$ cat config.mk
export PLATFORM = sky130hd
export DESIGN_NAME = idu_decode_buf
export DESIGN_NICKNAME = d
export VERILOG_FILES = /design/src/rtl/idu_pkg.sv /design/src/rtl/idu_decode_comb.sv /design/src/rtl/idu_decode_buf.sv
export SDC_FILE = /design/constraint.sdc
export NUM_CORES = 1
export LEC_CHECK = 0
export CAP_MARGIN = 15
export CELL_PAD_IN_SITES_DETAIL_PLACEMENT = 1
export CELL_PAD_IN_SITES_GLOBAL_PLACEMENT = 1
export CORE_MARGIN = 5
export CORE_UTILIZATION = 46
export CTS_CLUSTER_DIAMETER = 60
export DETAILED_ROUTE_END_ITERATION = 10
export GPL_TIMING_DRIVEN = 1
export MAX_ROUTING_LAYER = met4
export PLACE_DENSITY_LB_ADDON = 0.1
export REMOVE_ABC_BUFFERS = 1
export SLEW_MARGIN = 20
export SYNTH_ARGS = -nofsm -noshare
export SYNTH_HDL_FRONTEND = slang
export SYNTH_SLANG_ARGS = --single-unit
export TNS_END_PERCENT = 1
$ cat constraint.sdc
create_clock -name clk -period 9.6 [get_ports clk]
set_clock_uncertainty 0.1 [all_clocks]
set_input_delay 1.92 -clock clk [delete_from_list [all_inputs] [get_ports clk]]
set_output_delay 1.92 -clock clk [all_outputs]
set_load 0.05 [all_outputs]
$ cat src/rtl/idu_pkg.sv
// -----------------------------------------------------------------------------
// idu_pkg
// Shared definitions for the buffered decode stage (idu_decode_buf):
//   - RV32 major opcode constants
//   - bit positions inside the one-hot decode group vector
//   - fixed instruction encodings for nop and the privileged SYSTEM ops
//   - dec_pkt_t, the decoded instruction record held in the output slot
// Optional build macro used by the decoder: IDU_RV32M_EN (adds mul/div decode).
// -----------------------------------------------------------------------------
package idu_pkg;

    // Major opcodes (inst[6:0])
    localparam logic [6:0] OPC_LUI      = 7'b0110111;
    localparam logic [6:0] OPC_AUIPC    = 7'b0010111;
    localparam logic [6:0] OPC_JAL      = 7'b1101111;
    localparam logic [6:0] OPC_JALR     = 7'b1100111;
    localparam logic [6:0] OPC_BRANCH   = 7'b1100011;
    localparam logic [6:0] OPC_LOAD     = 7'b0000011;
    localparam logic [6:0] OPC_STORE    = 7'b0100011;
    localparam logic [6:0] OPC_OP_IMM   = 7'b0010011;
    localparam logic [6:0] OPC_OP       = 7'b0110011;
    localparam logic [6:0] OPC_MISC_MEM = 7'b0001111;
    localparam logic [6:0] OPC_SYSTEM   = 7'b1110011;

    // funct7 values for the base integer ISA
    localparam logic [6:0] F7_BASE = 7'b0000000;
    localparam logic [6:0] F7_ALT  = 7'b0100000;

    // Group vector layout: {sys, mem, csr, muldiv, bjp, alu}
    localparam int IDU_GRP_ALU    = 0;
    localparam int IDU_GRP_BJP    = 1;
    localparam int IDU_GRP_MULDIV = 2;
    localparam int IDU_GRP_CSR    = 3;
    localparam int IDU_GRP_MEM    = 4;
    localparam int IDU_GRP_SYS    = 5;
    localparam int IDU_GRP_W      = 6;

    // Exact encodings recognised as whole words
    localparam logic [31:0] INST_NOP    = 32'h0000_0013;
    localparam logic [31:0] INST_ECALL  = 32'h0000_0073;
    localparam logic [31:0] INST_EBREAK = 32'h0010_0073;
    localparam logic [31:0] INST_MRET   = 32'h3020_0073;
    localparam logic [31:0] INST_DRET   = 32'h7b20_0073;

    typedef struct packed {
        logic [IDU_GRP_W-1:0] grp;
        logic [31:0]          imm;
        logic [31:0]          addr;
        logic [4:0]           rs1;
        logic [4:0]           rs2;
        logic [4:0]           rd;
        logic                 we;
        logic [11:0]          csr_addr;
        logic                 csr_we;
        logic                 illegal;
    } dec_pkt_t;

    function automatic logic [IDU_GRP_W-1:0] grp_onehot(input int idx);
        return IDU_GRP_W'(1) << idx;
    endfunction

endpackage

$ cat src/rtl/idu_decode_comb.sv
// -----------------------------------------------------------------------------
// idu_decode_comb
// Purely combinational RV32I + Zicsr (+ optional RV32M) decoder.
// Ports:
//   inst       in  32  instruction word
//   inst_addr  in  32  instruction address, copied into the packet
//   pkt        out     decoded record (dec_pkt_t)
// Build option: define IDU_RV32M_EN to decode OP/funct7=0000001 as muldiv;
// otherwise those encodings are illegal and the muldiv group bit is tied 0.
// Illegal encodings produce an all-zero packet apart from addr and illegal=1.
// -----------------------------------------------------------------------------
module idu_decode_comb
    import idu_pkg::*;
(
    input  logic [31:0] inst,
    input  logic [31:0] inst_addr,
    output dec_pkt_t    pkt
);

    logic [6:0] opcode;
    logic [2:0] funct3;
    logic [6:0] funct7;
    logic [4:0] f_rs1;
    logic [4:0] f_rs2;
    logic [4:0] f_rd;

    assign opcode = inst[6:0];
    assign funct3 = inst[14:12];
    assign funct7 = inst[31:25];
    assign f_rs1  = inst[19:15];
    assign f_rs2  = inst[24:20];
    assign f_rd   = inst[11:7];

    logic [31:0] imm_i;
    logic [31:0] imm_s;
    logic [31:0] imm_b;
    logic [31:0] imm_u;
    logic [31:0] imm_j;
    logic [31:0] imm_z;
    logic [31:0] imm_sh;

    assign imm_i  = {{20{inst[31]}}, inst[31:20]};
    assign imm_s  = {{20{inst[31]}}, inst[31:25], inst[11:7]};
    assign imm_b  = {{19{inst[31]}}, inst[31], inst[7], inst[30:25], inst[11:8], 1'b0};
    assign imm_u  = {inst[31:12], 12'b0};
    assign imm_j  = {{11{inst[31]}}, inst[31], inst[19:12], inst[20], inst[30:21], 1'b0};
    assign imm_z  = {27'b0, inst[19:15]};
    assign imm_sh = {27'b0, inst[24:20]};

    logic                 legal;
    logic [IDU_GRP_W-1:0] grp;
    logic [31:0]          imm;
    logic                 use_rs1;
    logic                 use_rs2;
    logic                 use_rd;
    logic                 csr_acc;
    logic                 csr_field;

    always_comb begin
        legal     = 1'b0;
        grp       = '0;
        imm       = '0;
        use_rs1   = 1'b0;
        use_rs2   = 1'b0;
        use_rd    = 1'b0;
        csr_acc   = 1'b0;
        csr_field = 1'b0;
        case (opcode)
            OPC_LUI, OPC_AUIPC: begin
                legal  = 1'b1;
                grp    = grp_onehot(IDU_GRP_ALU);
                imm    = imm_u;
                use_rd = 1'b1;
            end
            OPC_JAL: begin
                legal  = 1'b1;
                grp    = grp_onehot(IDU_GRP_BJP);
                imm    = imm_j;
                use_rd = 1'b1;
            end
            OPC_JALR: begin
                legal   = (funct3 == 3'b000);
                grp     = grp_onehot(IDU_GRP_BJP);
                imm     = imm_i;
                use_rs1 = 1'b1;
                use_rd  = 1'b1;
            end
            OPC_BRANCH: begin
                legal   = (funct3 != 3'b010) && (funct3 != 3'b011);
                grp     = grp_onehot(IDU_GRP_BJP);
                imm     = imm_b;
                use_rs1 = 1'b1;
                use_rs2 = 1'b1;
            end
            OPC_LOAD: begin
                legal   = funct3 inside {3'b000, 3'b001, 3'b010, 3'b100, 3'b101};
                grp     = grp_onehot(IDU_GRP_MEM);
                imm     = imm_i;
                use_rs1 = 1'b1;
                use_rd  = 1'b1;
            end
            OPC_STORE: begin
                legal   = funct3 inside {3'b000, 3'b001, 3'b010};
                grp     = grp_onehot(IDU_GRP_MEM);
                imm     = imm_s;
                use_rs1 = 1'b1;
                use_rs2 = 1'b1;
            end
            OPC_OP_IMM: begin
                if (inst == INST_NOP) begin
                    // canonical nop is routed to sys and writes nothing
                    legal = 1'b1;
                    grp   = grp_onehot(IDU_GRP_SYS);
                end else begin
                    case (funct3)
                        3'b001:  legal = (funct7 == F7_BASE);
                        3'b101:  legal = (funct7 == F7_BASE) || (funct7 == F7_ALT);
                        default: legal = 1'b1;
                    endcase
                    grp     = grp_onehot(IDU_GRP_ALU);
                    imm     = (funct3 == 3'b001 || funct3 == 3'b101) ? imm_sh : imm_i;
                    use_rs1 = 1'b1;
                    use_rd  = 1'b1;
                end
            end
            OPC_OP: begin
                use_rs1 = 1'b1;
                use_rs2 = 1'b1;
                use_rd  = 1'b1;
                if (funct7 == F7_BASE) begin
                    legal = 1'b1;
                    grp   = grp_onehot(IDU_GRP_ALU);
                end else if (funct7 == F7_ALT && (funct3 == 3'b000 || funct3 == 3'b101)) begin
                    legal = 1'b1;
                    grp   = grp_onehot(IDU_GRP_ALU);
                end
`ifdef IDU_RV32M_EN
                else if (funct7 == 7'b0000001) begin
                    legal = 1'b1;
                    grp   = grp_onehot(IDU_GRP_MULDIV);
                end
`endif
            end
            OPC_MISC_MEM: begin
                // fence / fence.i: no register traffic towards dispatch
                legal = (funct3 == 3'b000) || (funct3 == 3'b001);
                grp   = grp_onehot(IDU_GRP_SYS);
            end
            OPC_SYSTEM: begin
                csr_field = 1'b1;
                if (funct3 == 3'b000) begin
                    legal = inst inside {INST_ECALL, INST_EBREAK, INST_MRET, INST_DRET};
                    grp   = grp_onehot(IDU_GRP_SYS);
                end else if (funct3 == 3'b100) begin
                    legal = 1'b0;
                end else begin
                    legal   = 1'b1;
                    grp     = grp_onehot(IDU_GRP_CSR);
                    csr_acc = 1'b1;
                    use_rd  = 1'b1;
                    // funct3[2] selects the csr*i forms whose rs1 field is a uimm
                    if (funct3[2]) begin
                        imm = imm_z;
                    end else begin
                        use_rs1 = 1'b1;
                    end
                end
            end
            default: legal = 1'b0;
        endcase
    end

    always_comb begin
        pkt      = '0;
        pkt.addr = inst_addr;
        if (legal) begin
            pkt.grp      = grp;
            pkt.imm      = imm;
            pkt.rs1      = use_rs1 ? f_rs1 : 5'd0;
            pkt.rs2      = use_rs2 ? f_rs2 : 5'd0;
            pkt.rd       = use_rd ? f_rd : 5'd0;
            pkt.we       = use_rd;
            pkt.csr_addr = csr_field ? inst[31:20] : 12'd0;
            pkt.csr_we   = csr_acc;
        end else begin
            pkt.illegal = 1'b1;
        end
`ifndef IDU_RV32M_EN
        pkt.grp[IDU_GRP_MULDIV] = 1'b0;
`endif
    end

endmodule

$ cat src/rtl/idu_decode_buf.sv
// -----------------------------------------------------------------------------
// idu_decode_buf
// Buffered decode stage: fetched instructions enter a DEPTH-entry queue over a
// valid/ready handshake, the head (or the incoming word when the queue is
// empty) is decoded and captured into a registered output slot.
// Ports:
//   clk, rst            clock, synchronous active-high reset
//   flush_i             drop queue contents and the output slot
//   inst_valid_i/inst_ready_o, inst_i, inst_addr_i   fetch side
//   dec_valid_o/dec_ready_i                          dispatch side
//   dec_grp_o, dec_imm_o, dec_inst_addr_o, reg1_raddr_o, reg2_raddr_o,
//   reg_waddr_o, reg_we_o, csr_addr_o, csr_we_o, dec_illegal_o  decoded fields
//   fifo_count_o        queue occupancy (output slot not included)
// Build option: IDU_RV32M_EN (see idu_decode_comb).
// -----------------------------------------------------------------------------
module idu_decode_buf
    import idu_pkg::*;
#(
    parameter int DEPTH  = 4,
    parameter int INST_W = 32,
    parameter int ADDR_W = 32,
    parameter int CNT_W  = $clog2(DEPTH) + 1
) (
    input  logic              clk,
    input  logic              rst,
    input  logic              flush_i,
    input  logic              inst_valid_i,
    output logic              inst_ready_o,
    input  logic [INST_W-1:0] inst_i,
    input  logic [ADDR_W-1:0] inst_addr_i,
    output logic              dec_valid_o,
    input  logic              dec_ready_i,
    output logic [5:0]        dec_grp_o,
    output logic [31:0]       dec_imm_o,
    output logic [ADDR_W-1:0] dec_inst_addr_o,
    output logic [4:0]        reg1_raddr_o,
    output logic [4:0]        reg2_raddr_o,
    output logic [4:0]        reg_waddr_o,
    output logic              reg_we_o,
    output logic [11:0]       csr_addr_o,
    output logic              csr_we_o,
    output logic              dec_illegal_o,
    output logic [CNT_W-1:0]  fifo_count_o
);

    localparam int IDX_W = $clog2(DEPTH);
    localparam int PTR_W = IDX_W + 1;

    logic [INST_W-1:0] inst_mem [DEPTH];
    logic [ADDR_W-1:0] addr_mem [DEPTH];

    logic [PTR_W-1:0] wr_ptr_reg;
    logic [PTR_W-1:0] rd_ptr_reg;
    logic [PTR_W-1:0] wr_ptr_next;
    logic [PTR_W-1:0] rd_ptr_next;
    logic [CNT_W-1:0] count_reg;
    logic [CNT_W-1:0] count_next;
    logic             ready_reg;
    logic             slot_valid_reg;
    dec_pkt_t         slot_reg;

    logic empty;
    logic full_next;
    logic in_fire;
    logic load_en;
    logic pop;
    logic bypass;
    logic push;

    logic [INST_W-1:0] src_inst;
    logic [ADDR_W-1:0] src_addr;
    dec_pkt_t          dec_pkt;

    always_comb begin
        empty   = (wr_ptr_reg == rd_ptr_reg);
        in_fire = inst_valid_i & ready_reg;
        load_en = ~slot_valid_reg | dec_ready_i;
        pop     = load_en & ~empty;
        // bypass keeps program order because it only happens with an empty queue
        bypass  = load_en & empty & in_fire;
        push    = in_fire & ~bypass;

        wr_ptr_next = wr_ptr_reg + PTR_W'(push);
        rd_ptr_next = rd_ptr_reg + PTR_W'(pop);
        count_next  = count_reg + CNT_W'(push) - CNT_W'(pop);
        full_next   = (wr_ptr_next[IDX_W] != rd_ptr_next[IDX_W]) &&
                      (wr_ptr_next[IDX_W-1:0] == rd_ptr_next[IDX_W-1:0]);
    end

    // Decoder source: queue head when anything is queued, else the fetch input
    always_comb begin
        if (empty) begin
            src_inst = inst_i;
            src_addr = inst_addr_i;
        end else begin
            src_inst = inst_mem[rd_ptr_reg[IDX_W-1:0]];
            src_addr = addr_mem[rd_ptr_reg[IDX_W-1:0]];
        end
    end

    idu_decode_comb u_decode (
        .inst      (32'(src_inst)),
        .inst_addr (32'(src_addr)),
        .pkt       (dec_pkt)
    );

    always_ff @(posedge clk) begin
        if (rst) begin
            wr_ptr_reg     <= '0;
            rd_ptr_reg     <= '0;
            count_reg      <= '0;
            ready_reg      <= 1'b0;
            slot_valid_reg <= 1'b0;
            slot_reg       <= '0;
        end else if (flush_i) begin
            // any fetch transfer in this cycle is discarded with the rest
            wr_ptr_reg     <= '0;
            rd_ptr_reg     <= '0;
            count_reg      <= '0;
            ready_reg      <= 1'b1;
            slot_valid_reg <= 1'b0;
        end else begin
            wr_ptr_reg <= wr_ptr_next;
            rd_ptr_reg <= rd_ptr_next;
            count_reg  <= count_next;
            ready_reg  <= ~full_next;
            if (load_en) begin
                slot_valid_reg <= pop | bypass;
                if (pop | bypass) begin
                    slot_reg <= dec_pkt;
                end
            end
        end
    end

    // Queue storage has no reset; contents are only read behind valid pointers
    always_ff @(posedge clk) begin
        if (push && !flush_i && !rst) begin
            inst_mem[wr_ptr_reg[IDX_W-1:0]] <= inst_i;
            addr_mem[wr_ptr_reg[IDX_W-1:0]] <= inst_addr_i;
        end
    end

    assign inst_ready_o    = ready_reg;
    assign dec_valid_o     = slot_valid_reg;
    assign dec_grp_o       = slot_reg.grp;
    assign dec_imm_o       = slot_reg.imm;
    assign dec_inst_addr_o = slot_reg.addr[ADDR_W-1:0];
    assign reg1_raddr_o    = slot_reg.rs1;
    assign reg2_raddr_o    = slot_reg.rs2;
    assign reg_waddr_o     = slot_reg.rd;
    assign reg_we_o        = slot_reg.we;
    assign csr_addr_o      = slot_reg.csr_addr;
    assign csr_we_o        = slot_reg.csr_we;
    assign dec_illegal_o   = slot_reg.illegal;
    assign fifo_count_o    = count_reg;

endmodule

==> results.yml, run 1 <==
status:
  status: "completed"
yosys:
  synth_xor_area_share_pct: 0.980
  synth_fa_ha_area_share_pct: 0.636
  seq_area_frac_synth_pct: 66.2
  muxShareOfSynthArea_pct: 11.2
  ys_ff_latch: 366
  synth_top_family_by_area: "multiplexers"
  synth_area_leader_cell: "edfxtp_1"
  synthTopCellsByArea: "edfxtp_1, dfxtp_1, mux4_2, nand2_1, nor2_1"
  ys_types: 73
  synth_compound_area_share_pct: 8.26
  syn_inst: 1065
  synth_edf_count: 256
  yosysMostFrequentCell: "edfxtp_1"
  synth_top_area_share_pct: 51.5
  avgSynthCellArea_sq_um: 14.0
  synthSimpleGateAreaFrac_pct: 10.6
  syn_area_sq_mm: 0.0149
  ys_top_cells_by_count: "edfxtp_1, nand2_1, dfxtp_1, nor2_1, mux4_2"
  yosys_warnings: 0
  synthArstFlopShare_pct: 0
  synthFlopType: "edfxtp_1"
drt:
  dr.pass1.iters: 5
  wl_per_cell_microns: 22.9
  drt_iter0_markers: 639
  ant_nets: 0
  drc: 0
  viasPerCell: 5.67
  vias: 9678
  wl_microns: 39100
worst_setup_path:
  worstPathCellList: "xnor2_1, nand3_4, buf_4, mux2i_1, or4_1, a211o_4, nand4_2, or3_1, and2_1, a32o_1"
  worstPathMaxFanout: 66
  crit_slowest_cell: "dfxtp_4"
  crit_path_start_kind: "register"
  arrival_ns: 6.06
  required_ns: 9.97
  cpPeakStageDelay_ns: 1.04
  path_class: "reg -> reg"
  endpoint_kind: "register"
  ff2ff_path_depth: 10
cts:
  post_cts_buffers: 0
  numCtsBuffers: 40
  h-tree-depth: 2
  path_clk_slew_ns: 0.06
  holdBufCountCts: 0
  cts.sinks: 366
  clk_path_buf_depth: 3
  root_buffer: "clkbuf_16"
  cts_tree: "yes"
  cts_resized: 0
  clk-insertion-delay-late_ns: 0.53
min_path:
  worstHoldPathCells: 2
  hold_class: "reg -> reg"
global_routing:
  grt_use_total_pct: 22.3
  grt_pass1_vias: 10400
  grt_max_degree: 67
  grt_pass1_wl_microns: 61500
  overflow: 0
  antenna_found_initial: 2
layout:
  layout-drive-gt1-share_pct: 13.1
  nNetsFinal: 1307
  stdcell_count: 1707
  synthToLayoutAreaGrowth_pct: 23.8
sta:
  finalHoldViolations: 0
  grt_setup_unrepaired: "false"
  period_needed_ns: 5.69
  whs_ns: 0.353
  slew_headroom_pct: 29.0
  min_period_over_period_pct: 59.3
  tightest_slew_ns: 1.06
  max_freq_mhz: 176
  setup_viol: 0
  finalMaxSlewViolations: 0
placed_design:
  dpl.cell_count: 1631
  io_buffers: 172
  gp_congestion: 0.883
  place_hpwl_microns: 25400
die:
  core_sq_mm: 0.0323
  fp.dieW_microns: 190
  io_pins: 174
  start_util_pct: 46.3
  dieArea_sq_mm: 0.0362
  rows: 66
  die_h_microns: 190
power:
  p_per_area_mw_per_mm2: 188
  power.leakage_nw: 5.98
  ir_drop_mv: 0.187
run:
  cap_violations: 0
metrics by stage:
stage	power, mW	setup WS [ns]	area [sq um]	utilization (%)	setup TNS (ns)
2_1_floorplan	1.82	-0.560	14700	-	-13.80
3_3_place_gp	1.91	3.85	17100	53.0	0
3_5_place_dp	1.91	3.75	17100	53.0	0
4_1_cts	3.51	3.88	18500	57.3	0
5_1_grt	3.60	3.48	18500	57.3	0
6_report	3.48	3.91	18500	57.3	0
layout by cell type (no fill, tap or decap), types with 4 or more instances in the layout:
cell type	count
or3_1	4
o31ai_1	4
nand2_1	125
nand3_1	5
bufinv_16	6
nor2b_1	5
buf_4	16
and2_1	7
a22oi_1	15
clkbuf_1	12
nand4_1	7
dfxtp_1	108
inv_1	13
a211oi_1	5
clkbuf_8	4
ha_1	6
edfxtp_1	256
xnor2_1	7
a311oi_1	32
mux4_2	63
a22o_1	15
and2_0	4
mux2i_1	25
clkbuf_16	41
a222oi_1	4
o21a_1	4
o21ai_0	27
nor4_1	16
a31oi_1	6
or4_1	10
nor3_1	30
nor2_1	109
a21oi_1	23
xor2_1	6
clkdlybuf4s50_1	171
layout make-up:
class                           count  area (sq um)
Antenna cell                        2          5.00
Clock buffer                       58          1130
Clock inverter                     16           250
Fill cell                        3140         13800
Inverter                           13          48.8
Multi-Input combinational cell    623          4780
Sequential cell                   366          9900
Tap cell                          442           553
Timing Repair Buffer              187          1830
where the power goes:
group / switching, mW / total (mW) / internal [mW]
clock: 0.612 / 1.60 / 0.986
sequential: 0.00619 / 1.70 / 1.70
combinational: 0.116 / 0.177 / 0.0615
critical path: cells and delay by family, from the launching register on:
family	cells	cell delay, ns
AOI/OAI and AO/OA	2	0.64
muxes	1	0.22
DFF	1	1.04
xor gates and xnor gates	1	0.37
buffers and inverters	1	0.54
and+or+nand+nor	5	2.64
logic make-up (layout without fill, tap and decap cells):
| group | after synthesis | count (layout) |
|---|---|---|
| buffers and inverters | 76 | 274 |
| xor gates and xnor gates | 15 | 15 |
| DFF | 366 | 366 |
| muxes | 88 | 88 |
| adders and majority gates | 7 | 7 |
| other | 1 | 3 |
| and+or+nand+nor | 346 | 346 |
| AOI/OAI and AO/OA | 166 | 166 |
worst paths after layout:
path,from,slack (ns),to
setup reg to reg,rd_ptr_reg[1],3.91,dec_imm_o[31]
hold / removal,dec_imm_o[12],0.35,dec_imm_o[12]
hold reg to reg,dec_imm_o[12],0.35,dec_imm_o[12]
setup / recovery,rd_ptr_reg[1],3.91,dec_imm_o[31]
per-layer routing:
| layer | vias up | global-route usage, % | part of all wire, % |
|---|---|---|---|
| li1 | 4460 | - | - |
| met1 | 4946 | 30.9 | 46 |
| met2 | 228 | 35.3 | 48 |
| met3 | 44 | 4.01 | 5.3 |
| met4 | 0 | 4.12 | 1.2 |
| met5 | - | - | 0 |
Power figures use the tool's default switching activity.
==> run 2, diff against run 1 <==
==> constraint.sdc (replaced) <==
create_clock -name clk -period 5.45 [get_ports clk]
set_clock_uncertainty 0.1 [all_clocks]
set_input_delay 1.09 -clock clk [delete_from_list [all_inputs] [get_ports clk]]
set_output_delay 1.09 -clock clk [all_outputs]
set_load 0.05 [all_outputs]
==> results.yml, run 2 (synthesis gave the netlist of run 1 again) <==
placed_design:
  gp_congestion: 0.837
  place_hpwl_microns: 26000
  io_buffers: 172
sta:
  finalHoldViolations: 0
  tns_ns: 0
  tightest_slew_ns: 1.02
  max_freq_mhz: 216
  finalMaxSlewViolations: 0
  grt_setup_unrepaired: "false"
  min_period_over_period_pct: 84.9
  setup_viol: 0
  period_needed_ns: 4.63
  slew_headroom_pct: 32.3
layout:
  nNetsFinal: 1316
  layout-drive-gt1-share_pct: 13.5
  multiInputGateArea_sq_mm: 0.00478
  fillers: 3125
  synthToLayoutAreaGrowth_pct: 23.5
  final_common_cell: "edfxtp_1"
  layout_common_cells: "edfxtp_1, clkdlybuf4s50_1, nand2_1"
  seq_area_sq_mm: 0.00990
worst_setup_path:
  cp_top_family: "simple AND/OR/NAND/NOR gates"
  crit_buf_inv: 2
  worstPathCellList: "buf_4, mux4_2, nor2b_1, a31oi_1, nor2_1, nor2_1, buf_4, nand4_2, or3_1, and2_1, a32o_1"
  arrival_ns: 4.94
  endpoint_kind: "register"
  worstPathMaxFanout: 24
  crit_slowest_cell: "or3_1"
  required_ns: 5.77
  cpPeakStageDelay_ns: 0.70
  crit_path_start_kind: "register"
  path_class: "reg -> reg"
drt:
  wl_microns: 39800
  wl_per_cell_microns: 23.2
  viasPerCell: 5.67
  ant_nets: 0
  drc: 0
  dr.pass1.iters: 5
  vias: 9737
  drt_iter0_markers: 625
min_path:
  hold_class: "reg -> reg"
cts:
  cts_tree: "yes"
  cts_resized: 0
  cts.sinks: 366
  root_buffer: "clkbuf_16"
  post_cts_buffers: 0
  clk_path_buf_depth: 3
  numCtsBuffers: 40
  clk-insertion-delay-late_ns: 0.52
  holdBufCountCts: 0
  h-tree-depth: 2
  path_clk_slew_ns: 0.06
die:
  die_h_microns: 190
  fp.dieW_microns: 190
  dieArea_sq_mm: 0.0362
  start_util_pct: 46.3
  core_sq_mm: 0.0323
  rows: 66
  io_pins: 174
global_routing:
  antenna_found_initial: 2
  overflow: 0
  grt_use_total_pct: 22.4
  grt_pass1_vias: 10400
  grt_pass1_wl_microns: 61500
  grt_max_degree: 74
power:
  fin_total_pwr_mw: 5.89
  p_per_area_mw_per_mm2: 319
  power_frac_seq_pct: 50.9
  p_comb_share_pct: 5.3
  p_sw_mw: 1.28
  swShare_pct: 21.8
  clock_power_share_pct: 43.8
  ir_drop_mv: 0.279
  power.leakage_nw: 5.98
  p_int_mw: 4.61
status:
  status: "completed"
run:
  cap_violations: 0
[run 2: power by group through the flow]
stage / sequential [mW] / clock [mW] / combinational, mW
3_3_place_gp: 3.06 / 0 / 0.303
2_1_floorplan: 3.11 / 0 / 0.0877
3_5_place_dp: 3.06 / 0 / 0.312
5_1_grt: 3.00 / 2.76 / 0.334
6_report: 3.00 / 2.58 / 0.313
4_1_cts: 3.00 / 2.63 / 0.314
[run 2: worst paths after layout]
kind,from,end,slack [ns],depth (start not counted)
worst max-delay path,rd_ptr_reg[0],dec_imm_o[31],0.82,11
worst min register to register,reg1_raddr_o[4],reg1_raddr_o[4],0.35,2
worst max register to register,rd_ptr_reg[0],dec_imm_o[31],0.82,11
worst min-delay path,reg1_raddr_o[4],reg1_raddr_o[4],0.35,2
[run 2: layout make-up]
class / instances / share of cell area, %
Inverter: 13 / 0.265
Clock inverter: 15 / 0.597
Timing Repair Buffer: 196 / 10.3
Antenna cell: 3 / 0.0407
Sequential cell: 366 / 53.7
Multi-Input combinational cell: 623 / 25.9
Tap cell: 442 / 3.00
Clock buffer: 59 / 6.22
[run 2: worst min-delay path: cells and delay by family (launching register included)]
family          cells  cell delay, ns
simple gates        1            0.05
compound gates      1            0.05
flops               1            0.30
[run 2: layer usage]
layer | GRT usage (%) | share of wire [%] | vias up
met2 | 36.1 | 48 | 262
met1 | 30.3 | 45 | 4954
met3 | 3.97 | 5.2 | 49
li1 | - | - | 4472
met5 | - | 0 | -
met4 | 4.92 | 1.4 | 0
[run 2: metrics by stage]
step	setup WS [ns]	utilization [%]	hold WS (ns)	instance area [sq um]	instances
finish	0.823	57.1	0.352	18400	1717
global route	0.510	57.1	0.381	18400	1716
CTS	0.810	57.1	0.356	18400	1714
detailed placement	0.605	53.2	0.349	17200	1640
global placement	0.686	53.2	0.342	17200	1640
floorplan	-4.71	-	0.473	14700	1002
